`src/rtl/game_pkg.sv`:
```
// Shared types and defaults for the Tetris frame sequencer: op codes, action bit
// positions, controller states and the gravity-period helper.
package game_pkg;

  localparam int GRAV_BASE_DEF = 48;
  localparam int GRAV_STEP_DEF = 4;
  localparam int GRAV_MIN_DEF  = 4;
  localparam int DAS_DELAY_DEF = 10;
  localparam int DAS_RATE_DEF  = 3;

  localparam int ACT_LEFT  = 0;
  localparam int ACT_RIGHT = 1;
  localparam int ACT_ROT   = 2;
  localparam int ACT_DOWN  = 3;
  localparam int ACT_DROP  = 4;

  typedef enum logic [2:0] {
    OP_SPAWN     = 3'd0,
    OP_LEFT      = 3'd1,
    OP_RIGHT     = 3'd2,
    OP_ROTATE    = 3'd3,
    OP_SOFT_DOWN = 3'd4,
    OP_HARD_DROP = 3'd5,
    OP_GRAVITY   = 3'd6,
    OP_CLEAR     = 3'd7
  } op_t;

  typedef enum logic [2:0] {
    ST_START,
    ST_IDLE,
    ST_ISSUE,
    ST_WAIT_DONE,
    ST_CLEAR,
    ST_SPAWN,
    ST_OVER
  } seq_state_t;

  // Frames between gravity steps; the floor applies once the level would push below it.
  function automatic logic [7:0] grav_period(input logic [3:0] lvl, input int base,
                                             input int step, input int floor_p);
    logic [7:0] drop;
    drop = 8'(lvl) * 8'(step);
    return (drop >= 8'(base - floor_p)) ? 8'(floor_p) : 8'(base) - drop;
  endfunction

endpackage

```
`src/rtl/game_sequencer_repeat_ctrl.sv`:
```
// Delayed auto-repeat for one held key: pulses on the first held tick, again after
// DAS_DELAY held ticks, then every DAS_RATE ticks until released.
module repeat_ctrl #(
  parameter int DAS_DELAY = 10,
  parameter int DAS_RATE  = 3
) (
  input  logic clock,
  input  logic resetn,
  input  logic tick,
  input  logic held,
  output logic fire
);

  logic [7:0] cnt_q, cnt_d;
  logic [7:0] held_n;

  always_comb begin
    cnt_d  = cnt_q;
    fire   = 1'b0;
    held_n = cnt_q + 8'd1;
    if (tick) begin
      if (!held) begin
        cnt_d = '0;
      end else begin
        cnt_d = held_n;
        if (held_n == 8'd1 || held_n == 8'(DAS_DELAY + 1)) begin
          fire = 1'b1;
        end else if (held_n == 8'(DAS_DELAY + 1 + DAS_RATE)) begin
          // Fold back to the first repeat point so the count never runs away.
          fire  = 1'b1;
          cnt_d = 8'(DAS_DELAY + 1);
        end
      end
    end
  end

  always_ff @(posedge clock) begin
    if (!resetn) cnt_q <= '0;
    else         cnt_q <= cnt_d;
  end

endmodule

```
`src/rtl/game_sequencer.sv`:
```
// Frame-rate scheduler: derives the frame tick from vsync, keeps gravity and key
// repeat timing, and serialises pending playfield ops over a valid/ready/done link.
module game_sequencer
  import game_pkg::*;
#(
  parameter int GRAV_BASE = GRAV_BASE_DEF,
  parameter int GRAV_STEP = GRAV_STEP_DEF,
  parameter int GRAV_MIN  = GRAV_MIN_DEF,
  parameter int DAS_DELAY = DAS_DELAY_DEF,
  parameter int DAS_RATE  = DAS_RATE_DEF
) (
  input  logic       clock,
  input  logic       resetn,
  input  logic       vsync,
  input  logic [4:0] actions,
  input  logic [7:0] score,
  input  logic       gameover,
  input  logic       op_ready,
  input  logic       op_done,
  input  logic       op_landed,
  output logic       op_valid,
  output logic [2:0] op_code,
  output logic       frame_tick,
  output logic [3:0] level,
  output logic       busy
);

  logic       vsync_q, vsync_d;
  logic       tick_q, tick_d;
  logic [3:0] level_q, level_d;
  logic       rot_prev_q, rot_prev_d;
  logic       drop_prev_q, drop_prev_d;
  logic [7:0] grav_cnt_q, grav_cnt_d;
  logic [7:0] pend_q, pend_d;
  seq_state_t state_q, state_d;
  logic       op_valid_q, op_valid_d;
  op_t        op_code_q, op_code_d;
  op_t        cur_op_q, cur_op_d;
  logic       over_req_q, over_req_d;

  logic       accept;
  logic       landed_done;
  logic [7:0] period;
  logic [7:0] pend_set;
  op_t        pick;
  logic [2:0] rep_held, rep_fire;

  // Left and right held together cancel each other and restart both timers.
  assign rep_held[0] = actions[ACT_LEFT] & ~actions[ACT_RIGHT];
  assign rep_held[1] = actions[ACT_RIGHT] & ~actions[ACT_LEFT];
  assign rep_held[2] = actions[ACT_DOWN];

  generate
    for (genvar gi = 0; gi < 3; gi++) begin : g_rep
      repeat_ctrl #(.DAS_DELAY(DAS_DELAY), .DAS_RATE(DAS_RATE)) u_rep (
        .clock (clock),
        .resetn(resetn),
        .tick  (tick_q),
        .held  (rep_held[gi]),
        .fire  (rep_fire[gi])
      );
    end
  endgenerate

  assign accept      = op_valid_q & op_ready;
  assign landed_done = (state_q == ST_WAIT_DONE) & op_done & op_landed;
  assign period      = grav_period(level_q, GRAV_BASE, GRAV_STEP, GRAV_MIN);

  always_comb begin
    pick = OP_GRAVITY;
    if (pend_q[OP_SOFT_DOWN]) pick = OP_SOFT_DOWN;
    if (pend_q[OP_RIGHT])     pick = OP_RIGHT;
    if (pend_q[OP_LEFT])      pick = OP_LEFT;
    if (pend_q[OP_ROTATE])    pick = OP_ROTATE;
    if (pend_q[OP_HARD_DROP]) pick = OP_HARD_DROP;
  end

  always_comb begin
    vsync_d     = vsync;
    tick_d      = vsync & ~vsync_q;
    level_d     = 4'(score >> 4);
    rot_prev_d  = rot_prev_q;
    drop_prev_d = drop_prev_q;
    grav_cnt_d  = grav_cnt_q;
    pend_set    = '0;

    if (tick_q) begin
      rot_prev_d  = actions[ACT_ROT];
      drop_prev_d = actions[ACT_DROP];
      if (grav_cnt_q >= period - 8'd1) begin
        grav_cnt_d           = '0;
        pend_set[OP_GRAVITY] = 1'b1;
      end else begin
        grav_cnt_d = grav_cnt_q + 8'd1;
      end
    end
    if (landed_done) grav_cnt_d = '0;

    pend_set[OP_LEFT]      = rep_fire[0];
    pend_set[OP_RIGHT]     = rep_fire[1];
    pend_set[OP_SOFT_DOWN] = rep_fire[2];
    pend_set[OP_ROTATE]    = tick_q & actions[ACT_ROT] & ~rot_prev_q;
    pend_set[OP_HARD_DROP] = tick_q & actions[ACT_DROP] & ~drop_prev_q;

    state_d    = state_q;
    op_valid_d = op_valid_q;
    op_code_d  = op_code_q;
    cur_op_d   = cur_op_q;
    over_req_d = over_req_q;
    pend_d     = pend_q;

    case (state_q)
      ST_START, ST_ISSUE, ST_CLEAR, ST_SPAWN: begin
        if (accept) begin
          state_d    = ST_WAIT_DONE;
          op_valid_d = 1'b0;
          cur_op_d   = op_code_q;
          over_req_d = gameover;
          if (state_q == ST_ISSUE) pend_d[op_code_q] = 1'b0;
        end else if (gameover) begin
          state_d    = ST_OVER;
          op_valid_d = 1'b0;
        end else if (!op_valid_q) begin
          op_valid_d = 1'b1;
          if (state_q == ST_CLEAR)      op_code_d = OP_CLEAR;
          else if (state_q == ST_ISSUE) op_code_d = pick;
          else                          op_code_d = OP_SPAWN;
        end
      end
      ST_IDLE: begin
        if (gameover) begin
          state_d = ST_OVER;
        end else if (|pend_q) begin
          state_d    = ST_ISSUE;
          op_valid_d = 1'b1;
          op_code_d  = pick;
        end
      end
      ST_WAIT_DONE: begin
        if (gameover) over_req_d = 1'b1;
        if (op_done) begin
          over_req_d = 1'b0;
          if (gameover | over_req_q)    state_d = ST_OVER;
          else if (cur_op_q == OP_CLEAR) state_d = ST_SPAWN;
          else if (cur_op_q == OP_SPAWN) state_d = ST_IDLE;
          else if (op_landed)            state_d = ST_CLEAR;
          else                           state_d = ST_IDLE;
        end
      end
      ST_OVER: begin
        op_valid_d = 1'b0;
      end
      default: begin
        state_d    = ST_START;
        op_valid_d = 1'b0;
      end
    endcase

    // A fresh request on the accept cycle must survive the clear above.
    pend_d = pend_d | pend_set;
    if (state_q == ST_OVER) pend_d = '0;
  end

  always_ff @(posedge clock) begin
    if (!resetn) begin
      vsync_q     <= 1'b0;
      tick_q      <= 1'b0;
      level_q     <= '0;
      rot_prev_q  <= 1'b0;
      drop_prev_q <= 1'b0;
      grav_cnt_q  <= '0;
      pend_q      <= '0;
      state_q     <= ST_START;
      op_valid_q  <= 1'b0;
      op_code_q   <= OP_SPAWN;
      cur_op_q    <= OP_SPAWN;
      over_req_q  <= 1'b0;
    end else begin
      vsync_q     <= vsync_d;
      tick_q      <= tick_d;
      level_q     <= level_d;
      rot_prev_q  <= rot_prev_d;
      drop_prev_q <= drop_prev_d;
      grav_cnt_q  <= grav_cnt_d;
      pend_q      <= pend_d;
      state_q     <= state_d;
      op_valid_q  <= op_valid_d;
      op_code_q   <= op_code_d;
      cur_op_q    <= cur_op_d;
      over_req_q  <= over_req_d;
    end
  end

  assign op_valid   = op_valid_q;
  assign op_code    = op_code_q;
  assign frame_tick = tick_q;
  assign level      = level_q;
  assign busy       = (state_q == ST_ISSUE) || (state_q == ST_WAIT_DONE) ||
                      (state_q == ST_CLEAR) || (state_q == ST_SPAWN);

endmodule

```
`config.mk`:
```
export PLATFORM = sky130hd
export DESIGN_NAME = game_sequencer
export DESIGN_NICKNAME = d
export VERILOG_FILES = /design/src/rtl/game_pkg.sv /design/src/rtl/game_sequencer_repeat_ctrl.sv /design/src/rtl/game_sequencer.sv
export SDC_FILE = /design/constraint.sdc
export NUM_CORES = 1
export LEC_CHECK = 0
export ABC_AREA = 1
export BUFFER_PORTS_ARGS = -buffer_cell sky130_fd_sc_hd__buf_4
export CAP_MARGIN = 10
export CORE_MARGIN = 2
export CORE_UTILIZATION = 47
export CTS_CLUSTER_SIZE = 16
export DETAILED_ROUTE_END_ITERATION = 10
export PLACE_DENSITY = 0.77
export SETUP_SLACK_MARGIN = 0.3
export SYNTH_ARGS = -nofsm -noshare
export SYNTH_HDL_FRONTEND = slang
export SYNTH_SLANG_ARGS = --single-unit
```
`constraint.sdc`:
```
create_clock -name clock -period 2.7 [get_ports clock]
set_clock_uncertainty 0.15 [all_clocks]
set_input_delay 0.405 -clock clock [delete_from_list [all_inputs] [get_ports clock]]
set_output_delay 0.405 -clock clock [all_outputs]
set_load 0.005 [all_outputs]
```
Yosys cells after proc, flatten, opt, wreduce, memory -nomap -nowiden
Index checks and enable logic that the tools add are counted.

storage, ports and cells
  RAM bits = 0
  memories kept = 0
  register bits = 59
  bits in read-only memories = 0
  latch bits = 0

cells by class
  reductions and logical operators = 20
  equal/unequal tests = 26
  $lt $le $gt $ge = 4
  bitwise gates (word level) = 22
  $add $sub $neg = 6
  shift-type cells = 0
  muxes and demuxes = 62
  div/mod/pow operators = 0
  multiply operators = 0

operators with widths
  kind                                                      number
  2-to-1 mux 8 bit                                          14
  2-to-1 mux 3 bit                                          20
  equality test 8 x 4 -> 1 bit, second input constant       6
  adder 8 x 1 -> 8 bit, second input constant               4
  equality test 8 x 1 -> 1 bit, second input constant       3
  2-to-1 mux 1 bit                                          22
  != test 2 bit, second input constant                      7
  equality test 3 bit, second input constant                4
  one-hot mux 3 bit (4 select lines)                        1
  bitwise AND 1 bit                                         10
  != test 3 bit, second input constant                      3
  bitwise AND 8 bit                                         1
  greater-or-equal comparator 8 bit                         1
  NOT 1 bit                                                 8
  NOT 8 bit                                                 1
  bitwise OR 8 x 7 -> 8 bit                                 1
  OR reduction 8 bit                                        1
  subtractor 8 x 1 -> 8 bit, second input constant          1
  subtractor 6 x 6 -> 7 bit, first input constant           1
  equality test 3 x 2 -> 1 bit, second input constant       2
  greater-or-equal comparator 6 bit, second input constant  1
  zero test 3 bit                                           2
  logical OR 1 bit                                          6
  one-hot mux 3 bit (2 select lines)                        1
  other kinds (16)                                          19

Logic depth before layout (Yosys ltp)
Gate-level depths: netlist of the first run.

  word-level depth = 11
  depth in mapped cells = 13
  gate-level depth less buffers = 13

By module
From an unflattened synthesis of the first run, not the netlist that was laid out.

second synthesis, totals
  cells, all modules = 521
  area, all modules = 3587.2 um2

modules (own cells, without submodules)
  module          times used  seq. area each (um2)  area an instance (um2)  cells each
  game_sequencer  1           700.7                 1943.1                  278
  repeat_ctrl     3           160.2                 548.0                   81

Least setup slack after synthesis of the first run
No wires, ideal clock.

  path type = reg-to-reg
  from = reg level_q[0], in the netlist level[0]
  to = reg grav_cnt_q[0]
  arrival = 1.998 ns
  buffers on the path = 0
  cell stages (with the launch flop) = 14
  setup slack = 0.473 ns
  required time = 2.470 ns
  path through = dfxtp_1 > inv_1 > ha_1 > xor2_1 > nor3_1 > o21ai_0 > ha_1 > nand2_1 > nor2_1 > nor2_1 > nand3_1 > nand2_1 > nand2_1 > nor3b_1

between the ends
  cells in the longest elaborated chain, start to end = 5
  elaborated cells between the ends (all ways) = 6

ends and longest elaborated chain
  item                                                                                   RTL line               source
  start, declared                                                                        game_sequencer.sv:30   logic [3:0] level_q, level_d;
  start signal, assigned                                                                 game_sequencer.sv:181  level_q <= level_d;
  subtractor 6 x 6 -> 7 bit / greater-or-equal comparator 6 bit (equally long branches)  game_pkg.sv:43         return (drop >= 8'(base - floor_p)) ? 8'(floor_p) : 8'(base) - drop;
  2-to-1 mux 8 bit (*)                                                                   game_pkg.sv:43
  subtractor 8 x 1 -> 8 bit (*)                                                          game_sequencer.sv:90   if (grav_cnt_q >= period - 8'd1) begin
  greater-or-equal comparator 8 bit (*)                                                  game_sequencer.sv:90
  2-to-1 mux 8 bit (*)                                                                   game_sequencer.sv:90
  end signal, assigned                                                                   game_sequencer.sv:184  grav_cnt_q <= grav_cnt_d;
  end, declared                                                                          game_sequencer.sv:33   logic [7:0] grav_cnt_q, grav_cnt_d;

Every way passes the cells marked *; elsewhere a longest branch is shown, timed or not.
A chain may end at the register's enable or synchronous reset.

Worst setup path in the final report of the first run
  from = reg level_q[0], in the netlist level[0]
  to = reg grav_cnt_q[2]

The elaborated chain is that of the path after synthesis.

==> results of run 1 <==
Yosys cell counts:
master      n
o21ai_1     8
xor2_1      4
nor3_1      4
and3b_1     1
nand4_1     2
clkbuf_1    6
nor2_1     54
and3_1      2
nand3_2     2
inv_2       5
a21oi_2     1
nor2_4      3
nand2_1   146
a31oi_1     2
or2_2       2
buf_2       2
inv_1      55
nand3_1    31
nor4_1      1
dfxtp_1    59
o21bai_1    3
nor2_2      4
nand3b_1    7
clkinv_1    2
o31ai_1     3
o21ai_0    20
o211ai_1    1
nor3b_1     1
ha_1       21
nand2_2     7
xnor2_1     5
a21oi_1    49
sequential cells by signal, indices dropped and copies added, names as in the netlist:
register,cells
frame_tick,1
over_req_q,1
state_q,3
rot_prev_q,1
op_valid,1
drop_prev_q,1
cur_op_q,3
grav_cnt_q,8
g_rep.u_rep.cnt_q,24
op_code,3
vsync_q,1
pend_q,8
level,4
kinds of logic after synthesis:
group                    Yosys count
XOR/XNOR                           9
buffers and inverters             70
adder cells (fa/ha/maj)           21
AND/OR/NAND/NOR                  267
flip-flops                        59
AO/OA/AOI/OAI                     87
what timing repair did:
item	CTS	global route
endpoints found under the setup margin	7	8
pin swaps	0	3
cloned	0	0
buffers inserted	0	2
resized for setup	4	9
worst register-to-register path, cell delays in order (launching register included):
cell and delay (ps):
dfxtp_2 340, ha_1 210, o21ai_2 160, nand2_2 90, nor3_2 190, o21ai_1 100
ha_1 340, nand2_2 90, nor2_1 40, nor2_1 100, nand3_1 100, nand2_2 120
nand2_4 100, nor3_2 150
path summary, 6_finish.rpt:
path / from / to / cells after the start
worst max-delay path: level[0]$_SDFF_PN0_ / grav_cnt_q[2]$_SDFFE_PP0P_ / 13
worst min-delay path: score[5] / level[1]$_SDFF_PN0_ / 3
worst max register to register: level[0]$_SDFF_PN0_ / grav_cnt_q[2]$_SDFFE_PP0P_ / 13
worst min register to register: vsync_q$_SDFF_PN0_ / frame_tick$_SDFF_PN0_ / 1
per-stage QoR:
stage / utilization (%) / instance area (um2)
floorplan: - / 3410
global placement: 51.9 / 3700
detailed placement: 51.9 / 3700
CTS: 54.6 / 3900
global route: 55.5 / 3960
finish: 55.5 / 3960
power groups by stage:
stage	Combinational, mW	Clock [mW]	Sequential, mW
final	0.262	0.793	0.953
after global routing	0.299	0.859	0.957
after CTS	0.254	0.819	0.951
after detailed placement	0.252	0	0.971
after global placement	0.245	0	0.969
after floorplan	0.167	0	0.957
per-layer routing:
| layer | up-vias | wire (um) | global-route usage (%) | part of all wire, % |
|---|---|---|---|---|
| met3 | 8 | 270 | 6.09 | 3.6 |
| met2 | 51 | 3670 | 33.0 | 50 |
| met4 | 0 | 64 | 5.56 | 0.86 |
| met1 | 1461 | 3400 | 22.6 | 46 |
| met5 | - | 0 | 0 | 0 |
| li1 | 1714 | - | - | - |
layout make-up:
cell class	instances	area [um2]	share of cell area, %
tap	99	124	3.13
inverter	62	233	5.88
clock buffer	11	141	3.57
clock inverter	5	52.6	1.33
sequential	59	1180	29.9
timing repair buffer	29	218	5.50
multi-input combinational	384	2010	50.7
==> flow_metrics.env, run 1 <==
export IMPL_nNetsFinal=586
export IMPL_clkLatencyLatePin_ps=340
export IMPL_maxCapViolCount=0
export IMPL_fmax_mhz=427
export IMPL_dp_cells=631
export IMPL_start_kind="register"
export IMPL_path_buf_inv=0
export IMPL_std_cell_rows=31
export IMPL_comb_power_share_pct=13.1
export IMPL_final_min_clock_period_ps=2340
export IMPL_synthCells=513
export IMPL_synth_seq_cells=59
export IMPL_start_util_pct=47.8
export IMPL_p_total_mw=2.01
export IMPL_io_pins=30
export IMPL_path_max_fanout=7
export IMPL_synth_top_family_by_area="simple AND/OR/NAND/NOR gates"
export IMPL_dp_hpwl_mm=5.28
export IMPL_cpMostUsedCell="nand2_2"
export IMPL_fin_hold_ws_ps=109
export IMPL_critPathArrivalTime_ps=2450
export IMPL_p_leak_nw=1.69
export IMPL_postSynthAreaPerCell_um2=6.64
export IMPL_power_internal_mw=1.46
export IMPL_setup_viol=0
export IMPL_status="completed"
export IMPL_track_usage_pct=19.1
export IMPL_antenna_found_initial=0
export IMPL_fin_tns_setup_ps=0
export IMPL_clock_path_buffers=2
export IMPL_dr_pass1_iters=5
export IMPL_synth_nets=554
export IMPL_slowest_delay_ps=340
export IMPL_rsz0062_at_grt="false"
export IMPL_synth_compound_area_share_pct=13.5
export IMPL_slew_violations=0
export IMPL_hold_viol=0
export IMPL_required_ps=2810
export IMPL_wl_per_cell_um=11.4
export IMPL_first_global_vias=2777
export IMPL_num_fill_cells=708
export IMPL_grt_pass1_wl_mm=11.9
export IMPL_ys_types=32
export IMPL_final_cells=649
export IMPL_vias_per_cell=4.98
export IMPL_diodes=0
export IMPL_final_setup_worst_slack_ps=356
export IMPL_cp_slowest_cell="dfxtp_2"
export IMPL_final_common_cell="nand2_1"
export IMPL_yosys_top_cells_area="dfxtp_1, nand2_1, ha_1"
export IMPL_clkPwrFrac_pct=39.5
export IMPL_yosysSeqAreaShare_pct=34.7
export IMPL_yosys_area_top_type="dfxtp_1"
export IMPL_cts_sinks=59
export IMPL_drt_iter0_markers=160
export IMPL_cts_tree="done"
export IMPL_cts_max_level=3
export IMPL_crit_chain="ha_1 > o21ai_2 > nand2_2 > nor3_2 > o21ai_1 > ha_1 > nand2_2 > nor2_1 > nor2_1 > nand3_1 > nand2_2 > nand2_4 > nor3_2"
export IMPL_p_switching_mw=0.548
export IMPL_io_buffers=25
export IMPL_critPathTopFamily="simple AND/OR/NAND/NOR gates"
export IMPL_core_um2=7140
export IMPL_clkSlewWorstSetupHoldPaths_ps=60
export IMPL_final_layout_size_suffix_gt1_share_pct=14.2
export IMPL_slew_headroom_pct=59.1
export IMPL_synthDominantCellAreaShare_pct=34.7
export IMPL_p_seq_share_pct=47.4
export IMPL_rrSetupSlack_ps=360
export IMPL_worst_pin_slew_ps=609
export IMPL_p_per_area_nw_per_um2=507
export IMPL_numCtsBuffers=9
export IMPL_die_w_um=89.2
export IMPL_muxShareOfSynthArea_pct=0
export IMPL_area_growth_pct=16.2
export IMPL_synth_area_um2=3410
export IMPL_cts_root_buf="clkbuf_8"
export IMPL_drc=0
export IMPL_sw_frac_of_total_pct=27.3
export IMPL_grt_max_degree=32
export IMPL_hold_buffers=0
export IMPL_yosys_warnings=0
export IMPL_ant_nets=0
export IMPL_synthAdderAreaFrac_pct=7.71
export IMPL_gp_congestion=0.860
export IMPL_synth_simple_area_share_pct=34.1
export IMPL_wl_mm=7.40
export IMPL_crit_type="register to register"
export IMPL_fin_crit_sh_pct=86.8
export IMPL_pre_cts_ws_ps=163
export IMPL_ir_drop_uv=283
export IMPL_die_area_um2=7950
export IMPL_die_y_um=89.2
export IMPL_final_cell_mix="nand2_1, dfxtp_1, inv_1"
export IMPL_synth_xor_area_share_pct=2.31
export IMPL_cp_end_kind="register"
export IMPL_hp_class="primary input to register"
export IMPL_overflow=0
export IMPL_vias=3234
Note: power is estimated with default switching activity, not from simulation.
==> run 2: changes to the inputs <==
- MAX_ROUTING_LAYER: unset -> met4
- REMOVE_ABC_BUFFERS: unset -> 1
==> flow_metrics.env, run 2 (same netlist as run 1, synthesis figures left out) <==
export IMPL_die_w_um=89.2
export IMPL_largest_reg_flops=24
export IMPL_vias_per_cell=5.04
export IMPL_final_common_cell="nand2_1"
export IMPL_numCtsBuffers=9
export IMPL_comb_power_share_pct=12.3
export IMPL_maxCapViolCount=0
export IMPL_dr_pass1_iters=5
export IMPL_track_usage_pct=20.4
export IMPL_clock_path_buffers=2
export IMPL_setup_viol=0
export IMPL_endpoint="grav_cnt_q[0]$_SDFFE_PP0P_"
export IMPL_top_register="g_rep.u_rep.cnt_q"
export IMPL_cts_root_buf="clkbuf_8"
export IMPL_wl_per_cell_um=11.6
export IMPL_cts_tree="done"
export IMPL_ff2ff_path_depth=13
export IMPL_top_regs="g_rep.u_rep.cnt_q x24, grav_cnt_q x8, pend_q x8"
export IMPL_path_max_fanout=7
export IMPL_antenna_found_initial=0
export IMPL_first_global_vias=2985
export IMPL_wl_mm=7.56
export IMPL_clkSlewWorstSetupHoldPaths_ps=70
export IMPL_clkPwrFrac_pct=43.2
export IMPL_nNetsFinal=587
export IMPL_start_kind="register"
export IMPL_final_layout_size_suffix_gt1_share_pct=14.3
export IMPL_slew_headroom_pct=61.1
export IMPL_grt_pass1_wl_mm=12.4
export IMPL_cts_max_level=3
export IMPL_hp_class="primary input to register"
export IMPL_overflow=0
export IMPL_sw_frac_of_total_pct=26.3
export IMPL_critPathArrivalTime_ps=2450
export IMPL_fmax_mhz=429
export IMPL_fin_crit_sh_pct=86.4
export IMPL_cts_sinks=59
export IMPL_r2r_start="level[0]$_SDFF_PN0_"
export IMPL_dp_hpwl_mm=5.32
export IMPL_final_min_clock_period_ps=2330
export IMPL_crit_type="register to register"
export IMPL_rsz0062_at_grt="false"
export IMPL_core_um2=7140
export IMPL_grt_max_degree=32
export IMPL_io_pins=30
export IMPL_die_area_um2=7950
export IMPL_die_y_um=89.2
export IMPL_clkLatencyLatePin_ps=340
export IMPL_fin_tns_setup_ps=0
export IMPL_slew_violations=0
export IMPL_required_ps=2820
export IMPL_area_growth_pct=17.3
export IMPL_diodes=0
export IMPL_final_cell_mix="nand2_1, dfxtp_1, inv_1"
export IMPL_status="completed"
export IMPL_p_seq_share_pct=44.5
export IMPL_ant_nets=0
export IMPL_io_buffers=25
export IMPL_drt_iter0_markers=144
export IMPL_std_cell_rows=31
export IMPL_utilization_pct=56.0
export IMPL_rrSetupSlack_ps=370
export IMPL_vias=3274
export IMPL_hold_viol=0
export IMPL_cp_startpoint="level[0]$_SDFF_PN0_"
export IMPL_gp_congestion=0.924
export IMPL_worst_pin_slew_ps=580
export IMPL_cp_end_kind="register"
export IMPL_rr_endpoint="grav_cnt_q[0]$_SDFFE_PP0P_"
export IMPL_drc=0
export IMPL_hold_buffers=0
export IMPL_p_switching_mw=0.564
export IMPL_ir_drop_uv=249
export IMPL_p_leak_nw=1.70
export IMPL_start_util_pct=47.8
export IMPL_p_per_area_nw_per_um2=537
export IMPL_power_internal_mw=1.58
run 2: how the worst min path moves through the flow:
stage	from	to	slack [ps]	depth (start not counted)
floorplan	vsync_q$_SDFF_PN0_	frame_tick$_SDFF_PN0_	220	1
global placement	vsync_q$_SDFF_PN0_	frame_tick$_SDFF_PN0_	220	1
detailed placement	vsync_q$_SDFF_PN0_	frame_tick$_SDFF_PN0_	240	1
CTS	score[5]	level[1]$_SDFF_PN0_	100	3
global route	score[7]	level[3]$_SDFF_PN0_	110	3
finish	score[6]	level[2]$_SDFF_PN0_	100	3
run 2: power by group through the flow:
stage	clock network, mW	logic, mW	registers, mW
5_1_grt	0.973	0.303	0.959
6_report	0.928	0.264	0.955
3_5_place_dp	0	0.251	0.971
4_1_cts	0.939	0.254	0.952
3_3_place_gp	0	0.244	0.970
2_1_floorplan	0	0.162	0.958
run 2: what timing repair did:
action                                 in CTS  in global routing
cloned                                      0                  0
pin swaps                                   0                  6
resized for setup                           3                 11
setup endpoints to repair                   7                  9
setup buffers                               0                  3
endpoints found under the hold margin       0                  0
run 2: layout make-up:
class                           instances  area, um2
Clock buffer                           12        155
Inverter                               62        233
Fill cell                             689       3140
Timing Repair Buffer                   30        225
Tap cell                               99        124
Multi-Input combinational cell        384       2000
Sequential cell                        59       1180
Clock inverter                          4       72.6
run 2: stage by stage:
| stage | std cells | area (um2) | hold WS [ps] | worst slack, ps | power (mW) |
|---|---|---|---|---|---|
| after detailed placement | 631 | 3700 | 239 | 212 | 1.22 |
| after floorplan | 505 | 3380 | 218 | 468 | 1.12 |
| after global routing | 650 | 4000 | 115 | 244 | 2.23 |
| after CTS | 647 | 3930 | 96.3 | 307 | 2.15 |
| after global placement | 631 | 3700 | 223 | 292 | 1.21 |
| final | 650 | 4000 | 105 | 368 | 2.15 |
run 2: metal layers:
layer  global-route usage, %  routed length [um]  up-vias
met4                    9.36                 131        0
met2                    34.9                3710       62
met3                    4.34                 266       13
li1                        -                   -     1714
met1                    22.8                3450     1485
met5                       -                   0        -
run 2: worst max-delay path, cell delays in order, from the launching register on:
cell and delay, ps:
dfxtp_2 340, ha_2 190, o21ai_2 140, nand2_2 70
nor3_2 190, o21ai_1 90, ha_1 310, nand2_1 90
nor2_1 60, nor2_1 130, nand3_1 110, nand2_2 110
nand2_4 90, nor3b_2 180
==> run 3: changes to the inputs <==
- ABC_AREA: 1 -> unset
- GPL_TIMING_DRIVEN: unset -> 0
==> flow_metrics.env, run 3 <==
export IMPL_antenna_found_initial=0
export IMPL_cts_sinks=59
export IMPL_clock_path_buffers=2
export IMPL_p_seq_share_pct=49.4
export IMPL_critPathTopFamily="compound AO/OA/AOI/OAI gates"
export IMPL_track_usage_pct=20.0
export IMPL_synth_ff_type="dfxtp_1"
export IMPL_largest_reg_flops=24
export IMPL_die_y_um=90.6
export IMPL_vias=3134
export IMPL_ff2ff_path_depth=11
export IMPL_seq_area_um2=1190
export IMPL_synthTopCellsByCount="dfxtp_1, nand2_1, nor2_1, a21oi_1, ha_1"
export IMPL_final_setup_worst_slack_ps=358
export IMPL_fin_crit_sh_pct=86.7
export IMPL_slew_headroom_pct=45.2
export IMPL_io_buffers=25
export IMPL_ys_types=62
export IMPL_final_min_clock_period_ps=2340
export IMPL_grt_pass1_wl_mm=13.3
export IMPL_final_cell_mix="dfxtp_1, nand2_1, nor2_1"
export IMPL_dp_hpwl_mm=5.23
export IMPL_status="completed"
export IMPL_setup_viol=0
export IMPL_io_pins=30
export IMPL_first_global_vias=2948
export IMPL_yosys_warnings=0
export IMPL_start_util_pct=48.6
export IMPL_yosys_area_top_type="dfxtp_1"
export IMPL_cp_end_kind="register"
export IMPL_top_register="g_rep.u_rep.cnt_q"
export IMPL_hold_buffers=0
export IMPL_pre_cts_ws_ps=-34.7
export IMPL_crit_type="register to register"
export IMPL_gp_congestion=0.806
export IMPL_area_growth_pct=13.1
export IMPL_vias_per_cell=5.65
export IMPL_placedInstanceArea_um2=3760
export IMPL_overflow=0
export IMPL_drc=0
export IMPL_cts_max_level=3
export IMPL_start_kind="register"
export IMPL_drt_iter0_markers=218
export IMPL_hp_class="primary input to register"
export IMPL_crit_chain="inv_4 > ha_1 > inv_2 > a21oi_2 > o21ai_1 > a211o_1 > ha_4 > a21oi_1 > o21ai_1 > a21o_2 > a31o_2"
export IMPL_fin_tns_setup_ps=0
export IMPL_synth_edf_count=0
export IMPL_top_regs="g_rep.u_rep.cnt_q x24, grav_cnt_q x8, pend_q x8"
export IMPL_holdPathStages=2
export IMPL_yosys_top_cells_area="dfxtp_1, ha_1, nand2_1"
export IMPL_slew_violations=0
export IMPL_die_w_um=90.6
export IMPL_cts_root_buf="clkbuf_8"
export IMPL_die_area_um2=8200
export IMPL_ys_async_sr_fraction_pct=0
export IMPL_required_ps=2770
export IMPL_final_common_cell="dfxtp_1"
export IMPL_numCtsBuffers=9
export IMPL_nNetsFinal=493
export IMPL_std_cell_rows=31
export IMPL_critPathArrivalTime_ps=2420
export IMPL_rsz0062_at_grt="false"
export IMPL_clkLatencyLatePin_ps=330
export IMPL_yosysSeqAreaShare_pct=33.5
export IMPL_hold_viol=0
export IMPL_synthDominantCellAreaShare_pct=33.5
export IMPL_maxCapViolCount=0
export IMPL_cp_slowest_cell="dfxtp_4"
export IMPL_num_fill_cells=689
export IMPL_postSynthAreaPerCell_um2=8.13
export IMPL_wl_per_cell_um=13.6
export IMPL_slowest_delay_ps=360
export IMPL_ir_drop_uv=271
export IMPL_ant_nets=0
export IMPL_p_per_area_nw_per_um2=502
export IMPL_synth_most_common_cell="dfxtp_1"
export IMPL_core_um2=7250
export IMPL_final_layout_size_suffix_gt1_share_pct=13.8
export IMPL_path_depth=11
export IMPL_synthCells=433
export IMPL_grt_max_degree=46
export IMPL_comb_power_share_pct=17.2
export IMPL_dr_pass1_iters=4
export IMPL_multiInputGateArea_um2=2230
export IMPL_p_switching_mw=0.574
export IMPL_power_internal_mw=1.43
export IMPL_path_buf_inv=2
export IMPL_path_max_fanout=5
export IMPL_clkPwrFrac_pct=33.4
export IMPL_cts_tree="done"
export IMPL_synth_area_um2=3520
export IMPL_p_leak_nw=1.64
export IMPL_fmax_mhz=427
export IMPL_design_area_um2=3990
export IMPL_worst_pin_slew_ps=821
export IMPL_sw_frac_of_total_pct=28.7
export IMPL_synth_seq_cells=59
export IMPL_diodes=0
export IMPL_wl_mm=7.55
export IMPL_cpMostUsedCell="o21ai_1"
export IMPL_clkSlewWorstSetupHoldPaths_ps=60
## run 3: cell count changes in the layout (fill, tap and decap cells not counted), moves of 6 or more
cell,change
nor3_1,+10
o21a_1,+8
mux2i_1,+9
inv_1,-37
nand2b_1,+13
a21oi_1,-21
xnor2_1,+6
nor2_1,-17
nand3_1,-12
nand2_1,-105
nand2_2,-8
and2_1,+7
## run 3: metrics by stage
step | hold WS (ps) | std cells | power (mW) | utilization (%)
6_report | 130 | 555 | 2.00 | 54.9
5_1_grt | 126 | 555 | 2.12 | 54.9
4_1_cts | 113 | 554 | 2.02 | 54.2
3_5_place_dp | 227 | 538 | 1.34 | 51.8
3_3_place_gp | 224 | 538 | 1.33 | 51.8
2_1_floorplan | 217 | 414 | 1.22 | -
## run 3: logic make-up (layout without fill, tap and decap cells)
logic type	count (synthesis)	after routing	share of synthesized area, %
fa+ha+maj	21	21	7.46
flops	59	59	33.5
simple gates	169	169	24.8
compound gates	116	117	22.6
xor+xnor	17	17	4.23
buf+inv	41	63	4.51
mux	10	10	2.88
## run 3: final timing paths
kind | startpoint | to | slack, ps
hold reg to reg | vsync_q$_SDFF_PN0_ | frame_tick$_SDFF_PN0_ | 230
setup reg to reg | level[0]$_SDFF_PN0_ | pend_q[6]$_SDFF_PP0_ | 360
setup / recovery | level[0]$_SDFF_PN0_ | pend_q[6]$_SDFF_PP0_ | 360
hold / removal | score[4] | level[0]$_SDFF_PN0_ | 130
## run 3: layer usage
metal	share of wire (%)	track usage (%)	vias up	wire, um
met5	0	-	-	0
met4	0.46	5.38	0	35
met3	3.9	5.26	4	295
met2	49	33.3	44	3720
met1	46	23.9	1478	3490
li1	-	-	1608	-
## run 3: area by class of cell
cell class              instances  area share, %
flip-flops and latches         59           29.8
well taps                      99           3.11
clock buffers                  12           3.64
clock inverters                 3          0.377
multi-input cells             334           55.9
repair buffers                 26           4.90
inverters                      22           2.23
## run 3: power groups by stage
stage | sequential (mW) | combinational [mW] | clock, mW
after floorplan | 0.982 | 0.234 | 0
after CTS | 0.987 | 0.338 | 0.698
after global placement | 1.00 | 0.326 | 0
final | 0.989 | 0.344 | 0.668
after global routing | 0.999 | 0.385 | 0.737
after detailed placement | 1.01 | 0.336 | 0
## run 3: what timing repair did
item,CTS,global route
endpoints found under the setup margin,9,13
pin swaps,1,3
cloned,1,0
setup buffers,0,1
resized for setup,5,14
## run 3: worst register-to-register path, delay by kind of cell, from the launching register on
kind | cells | cell delay [ps]
buffers and inverters | 2 | 100
flip-flops | 1 | 360
AO/OA/AOI/OAI | 7 | 1260
adder cells (fa/ha/maj) | 2 | 380
